**config.mk**
```make
export PLATFORM = sky130hd
export DESIGN_NAME = fifo_wr_arbiter
export DESIGN_NICKNAME = d
export VERILOG_FILES = /design/src/rtl/fifo_wr_arbiter.sv
export SDC_FILE = /design/constraint.sdc
export NUM_CORES = 1
export LEC_CHECK = 0
export BUFFER_PORTS_ARGS = -buffer_cell sky130_fd_sc_hd__buf_4
export CAP_MARGIN = 20
export CORE_MARGIN = 8
export CORE_UTILIZATION = 29
export CTS_BUF_LIST = sky130_fd_sc_hd__clkbuf_8
export DETAILED_ROUTE_END_ITERATION = 6
export GPL_TIMING_DRIVEN = 0
export PLACE_DENSITY_LB_ADDON = 0.15
export REMOVE_ABC_BUFFERS = 1
export SYNTH_ARGS = -nofsm -noshare
export SYNTH_HDL_FRONTEND = slang
export SYNTH_SLANG_ARGS = --single-unit
```
**constraint.sdc**
```tcl
create_clock -name w_clk -period 2.14 [get_ports w_clk]
set_clock_uncertainty 0.1 [all_clocks]
set_input_delay 0.428 -clock w_clk [delete_from_list [all_inputs] [get_ports w_clk]]
set_output_delay 0.428 -clock w_clk [all_outputs]
set_load 0.05 [all_outputs]
```
**src/rtl/fifo_wr_arbiter.sv**
```systemverilog
// ---------------------------------------------------------------------------
// fifo_wr_arbiter
//
// Round-robin arbiter that lets NUM_REQ requesters share the write port of a
// single FIFO. A winner is picked in IDLE. It then holds the port in BURST for
// up to MAX_BURST beats, or until it drops its valid. Each new grant costs
// exactly one idle (bubble) cycle. Writes stall while the FIFO reports full.
//
// Parameters
//   DATA_WIDTH  width of each requester word and of the FIFO write word
//   NUM_REQ     number of requesters (2..8)
//   MAX_BURST   maximum beats per grant (1..16)
//
// Ports
//   w_clk       clock, all state on the rising edge
//   wrst        asynchronous active-low reset
//   req_valid   per-requester "word available"
//   req_data    packed requester words, requester i at [i*DATA_WIDTH +: DATA_WIDTH]
//   req_ready   per-requester "word accepted this cycle"
//   fifo_full   FIFO full flag
//   wr_req      FIFO write strobe
//   data_in     FIFO write data (word of the granted requester)
//   grant_id    current or most recent granted requester
//   busy        high while a burst is in progress
//   grant_cnt   (only with FIFO_ARB_STATS_EN) saturating 16-bit grant count
//               per requester, counter i at [i*16 +: 16]
//
// Optional feature macro: FIFO_ARB_STATS_EN
// ---------------------------------------------------------------------------
module fifo_wr_arbiter #(
   parameter int DATA_WIDTH = 32,
   parameter int NUM_REQ    = 4,
   parameter int MAX_BURST  = 4
) (
   input  logic                          w_clk,
   input  logic                          wrst,
   input  logic [NUM_REQ-1:0]            req_valid,
   input  logic [NUM_REQ*DATA_WIDTH-1:0] req_data,
   output logic [NUM_REQ-1:0]            req_ready,
   input  logic                          fifo_full,
   output logic                          wr_req,
   output logic [DATA_WIDTH-1:0]         data_in,
   output logic [2:0]                    grant_id,
   output logic                          busy
`ifdef FIFO_ARB_STATS_EN
   ,
   output logic [NUM_REQ*16-1:0]         grant_cnt
`endif
);

   typedef enum logic {
      IDLE  = 1'b0,
      BURST = 1'b1
   } state_t;

   // After reset the pointer sits on the last requester so requester 0 wins first.
   localparam logic [2:0] RST_GRANT = 3'(NUM_REQ - 1);
   localparam logic [3:0] LAST_BEAT = 4'(MAX_BURST - 1);

   state_t     state;
   state_t     state_nxt;
   logic [2:0] grant_nxt;
   logic [3:0] beat_cnt;
   logic [3:0] beat_nxt;
   logic       arb_hit;
   logic [2:0] arb_id;
   logic       sel_valid;

   // Requester selected by grant_id: its valid flag and its data word.
   always_comb begin
      sel_valid = 1'b0;
      data_in   = '0;
      for (int i = 0; i < NUM_REQ; i++) begin
         if (int'(grant_id) == i) begin
            sel_valid = req_valid[i];
            data_in   = req_data[i*DATA_WIDTH +: DATA_WIDTH];
         end
      end
   end

   // Round-robin search: candidate offsets 1..NUM_REQ from the last grant.
   // Offset NUM_REQ wraps back to the last grantee, so a lone requester is
   // re-granted.
   always_comb begin
      arb_hit = 1'b0;
      arb_id  = grant_id;
      for (int k = 1; k <= NUM_REQ; k++) begin
         for (int i = 0; i < NUM_REQ; i++) begin
            if (!arb_hit && req_valid[i] &&
                (i == ((int'(grant_id) + k) % NUM_REQ))) begin
               arb_hit = 1'b1;
               arb_id  = 3'(i);
            end
         end
      end
   end

   always_ff @(posedge w_clk or negedge wrst) begin
      if (!wrst) begin
         state    <= IDLE;
         grant_id <= RST_GRANT;
         beat_cnt <= '0;
      end else begin
         state    <= state_nxt;
         grant_id <= grant_nxt;
         beat_cnt <= beat_nxt;
      end
   end

   always_comb begin
      state_nxt = state;
      grant_nxt = grant_id;
      beat_nxt  = beat_cnt;
      wr_req    = 1'b0;
      req_ready = '0;
      busy      = 1'b0;
      case (state)
         IDLE: begin
            if (arb_hit) begin
               state_nxt = BURST;
               grant_nxt = arb_id;
               beat_nxt  = '0;
            end
         end
         BURST: begin
            busy   = 1'b1;
            wr_req = sel_valid & ~fifo_full;
            for (int i = 0; i < NUM_REQ; i++) begin
               req_ready[i] = (int'(grant_id) == i) && !fifo_full;
            end
            // A dropped valid ends the burst even while the FIFO is full;
            // otherwise a full FIFO simply freezes everything.
            if (!sel_valid) begin
               state_nxt = IDLE;
            end else if (wr_req) begin
               beat_nxt = beat_cnt + 4'd1;
               if (beat_cnt == LAST_BEAT) begin
                  state_nxt = IDLE;
               end
            end
         end
         default: begin
            state_nxt = IDLE;
         end
      endcase
   end

`ifdef FIFO_ARB_STATS_EN
   // One saturating counter per requester, bumped on every IDLE->BURST grant.
   always_ff @(posedge w_clk or negedge wrst) begin
      if (!wrst) begin
         grant_cnt <= '0;
      end else if ((state == IDLE) && arb_hit) begin
         for (int i = 0; i < NUM_REQ; i++) begin
            if ((int'(arb_id) == i) && (grant_cnt[i*16 +: 16] != 16'hFFFF)) begin
               grant_cnt[i*16 +: 16] <= grant_cnt[i*16 +: 16] + 16'd1;
            end
         end
      end
   end
`endif

endmodule
```
==> metrics.txt <==
TritonRoute pass-1 iters=4; asr flop ratio synth=100%; final worst slack=-0.188 ns; Die Height=83.9 um; EDFF count, synth=0; status=finished, violations left; final-stage net count=434; initial antenna violation count=0; register bit total from synthesis=7; max-cap viol count=0; Die ar.=roughly 0.0070 mm2; CP startpoint=grant_id[0]$_DFFE_PN1P_; end of the worst register-to-register path=beat_cnt[3]$_DFFE_PN0P_; detailed-route via count=around 1800; total negative setup slack=-5.61 ns; Root Buffer Master=clkbuf_8; Post-Syn Area=0.00134 mm2; I/O pin count=around 180; PD cells=1580 mW/mm2; Layout Utilization=between 70 and 80%; crit path to=data_in[29]; diodes inserted=0; starting density of the core=30.3%; RSZ-0062 raised after global routing=yes; final antenna-violating net count=0; final instance area=slightly above 0.003 mm2; Area growth syn-to-layout=133%; CTS Sinks=7; Worst EP required=~1.6 ns; core region area=0.00441 mm2; critical path data arrival time=1.80 ns; crit path launch type=flip-flop; final hold vios=0; crit share post-route=109%; post-synthesis sequential area ratio=between 10% and 20%; I/O Buffers=174; Die Wd=around 84 um; drc violations=0; Vias per Instance=5.16; DP Area=0.00266 mm2; WL/cell=21.5 um; violation count after the first detailed-route iteration=52; Setup WS pre-CTS=-0.293 ns; cell taking the most area after synthesis=mux4_2; vias in the first global route=1748; CTS tree=done; FP Rows=24; synth top area cells=mux4_2 54%, dfrtp_1 9.3%, dfstp_2 3.9%; largest net degree at the start of global routing=23; share of post-route cells with drive strength above 1=79.8%; Crit Path Class=reg -> out; total power=roughly 4.9 mW; Hold Path Class=in -> reg; Worst-Skew Late Latency=0.23 ns; post-DP HPWL=6010 um; setup violators final=36; top-count cell post-synth=mux4_2; Worst Path Max Fanout=8; routed wire length=about 7500 um; Syn Inst Count=roughly 110; Synth warnings=0; VDD IR max=0.000848 V; cell leakage power=1.48 nW; GPL Wtd Cong=0.772; clk slew on worst S/H paths=0.04 ns; critical path endpoint category=output pin; Post-synth top cells=32 x mux4_2, 11 x nor2_1, 6 x buf_2, 6 x nand2_1, 6 x nand3_1; Remaining Overflow, GRT=0; Slew Limit Fails=0; failing checks=setup timing; fmax=0.430 GHz; FF-to-FF path depth=5; first-pass GRT wire length=11100 um; Worst R2R Setup Slack=between 0.1 and 0.15 ns; Synth cell types=34; CTS Buffer Depth=2; CTS Buf Count=3; H-Tree Depth=1; All-Layer GR Usage=19.8%; share of the synthesized area in the top cell type=53.8%; synthesized area per cell=11.7 um2; Top FF cell, synth=dfrtp_1; post-layout minimum cycle time=2.33 ns; r2r startpoint=grant_id[0]$_DFFE_PN1P_
sequential cells by signal, summed over array words and instances (netlist names):
name,count
beat_cnt,4
state,1
grant_id,2
layout make-up:
| type | instances | area, um2 |
|---|---|---|
| clock buffer | 3 | 41.3 |
| clock inverter | 1 | 3.75 |
| fill | 329 | 1300 |
| inverter | 1 | 3.75 |
| multi-input combinational | 93 | 1130 |
| sequential | 7 | 186 |
| tap | 52 | 65.1 |
| timing repair buffer | 192 | 1690 |
placed cells by master (no fill, tap or decap), types with 2 or more instances in the layout:
cell type / count
buf_6: 38
a31oi_1: 3
nand2b_4: 2
buf_16: 2
clkbuf_8: 3
o211ai_1: 2
mux4_2: 32
nor2_1: 9
buf_8: 3
buf_12: 3
inv_1: 2
nand2b_1: 3
nand3_1: 6
mux2i_1: 2
nor2b_1: 4
dfrtp_1: 4
nand2_1: 5
buf_4: 145
dfstp_4: 2
a21oi_1: 4
o21ai_0: 3
cells by family after synthesis:
family	synth area share [%]
XOR/XNOR	0.654
AND/OR/NAND/NOR	13.8
buffers and inverters	5.70
other	0.280
multiplexers	56.9
flip-flops	13.3
adder cells (fa/ha/maj)	0.934
AO/OA/AOI/OAI	8.41
worst max-delay path: stages (launching register included):
cell and delay, ns:
dfstp_4 0.71, buf_12 0.16, mux4_2 0.52, buf_6 0.17
report_power, final:
group | internal [mW] | switching, mW
clock | 0.124 | 0.0607
combinational | 2.00 | 2.38
sequential | 0.230 | 0.144
how the worst min path moves through the flow:
stage | to | cells past startpoint | slack [ns] | from
4_1_cts | grant_id[0]$_DFFE_PN1P_ | 3 | 0.38 | req_valid[3]
2_1_floorplan | beat_cnt[0]$_DFFE_PN0P_ | 0 | 0.03 | wrst
3_3_place_gp | beat_cnt[1]$_DFFE_PN0P_ | 1 | 0.15 | wrst
5_1_grt | grant_id[0]$_DFFE_PN1P_ | 3 | 0.39 | req_valid[3]
6_report | grant_id[0]$_DFFE_PN1P_ | 4 | 0.39 | req_valid[0]
3_5_place_dp | beat_cnt[2]$_DFFE_PN0P_ | 1 | 0.15 | wrst
per-stage QoR:
| step | instances | hold slack [ns] |
|---|---|---|
| after global placement | 327 | 0.145 |
| after floorplan | 101 | 0.0324 |
| final | 349 | 0.395 |
| after CTS | 341 | 0.383 |
| after global routing | 349 | 0.394 |
| after detailed placement | 328 | 0.147 |
per-layer routing:
| layer | up-vias | GRT usage (%) | part of all wire, % |
|---|---|---|---|
| met2 | 81 | 37.2 | 56 |
| met1 | 882 | 22.4 | 38 |
| li1 | 834 | - | - |
| met4 | 0 | 2.35 | 0.43 |
| met5 | - | 0 | 0 |
| met3 | 4 | 4.79 | 5.9 |
what timing repair did:
action	CTS	global route
hold buffers	1	0
endpoints found under the hold margin	5	0
resized for setup	51	9
setup buffers	6	9
gates cloned	2	0
pin swaps	2	2
endpoints found under the setup margin	42	38
(Power assumes the default switching activity.)
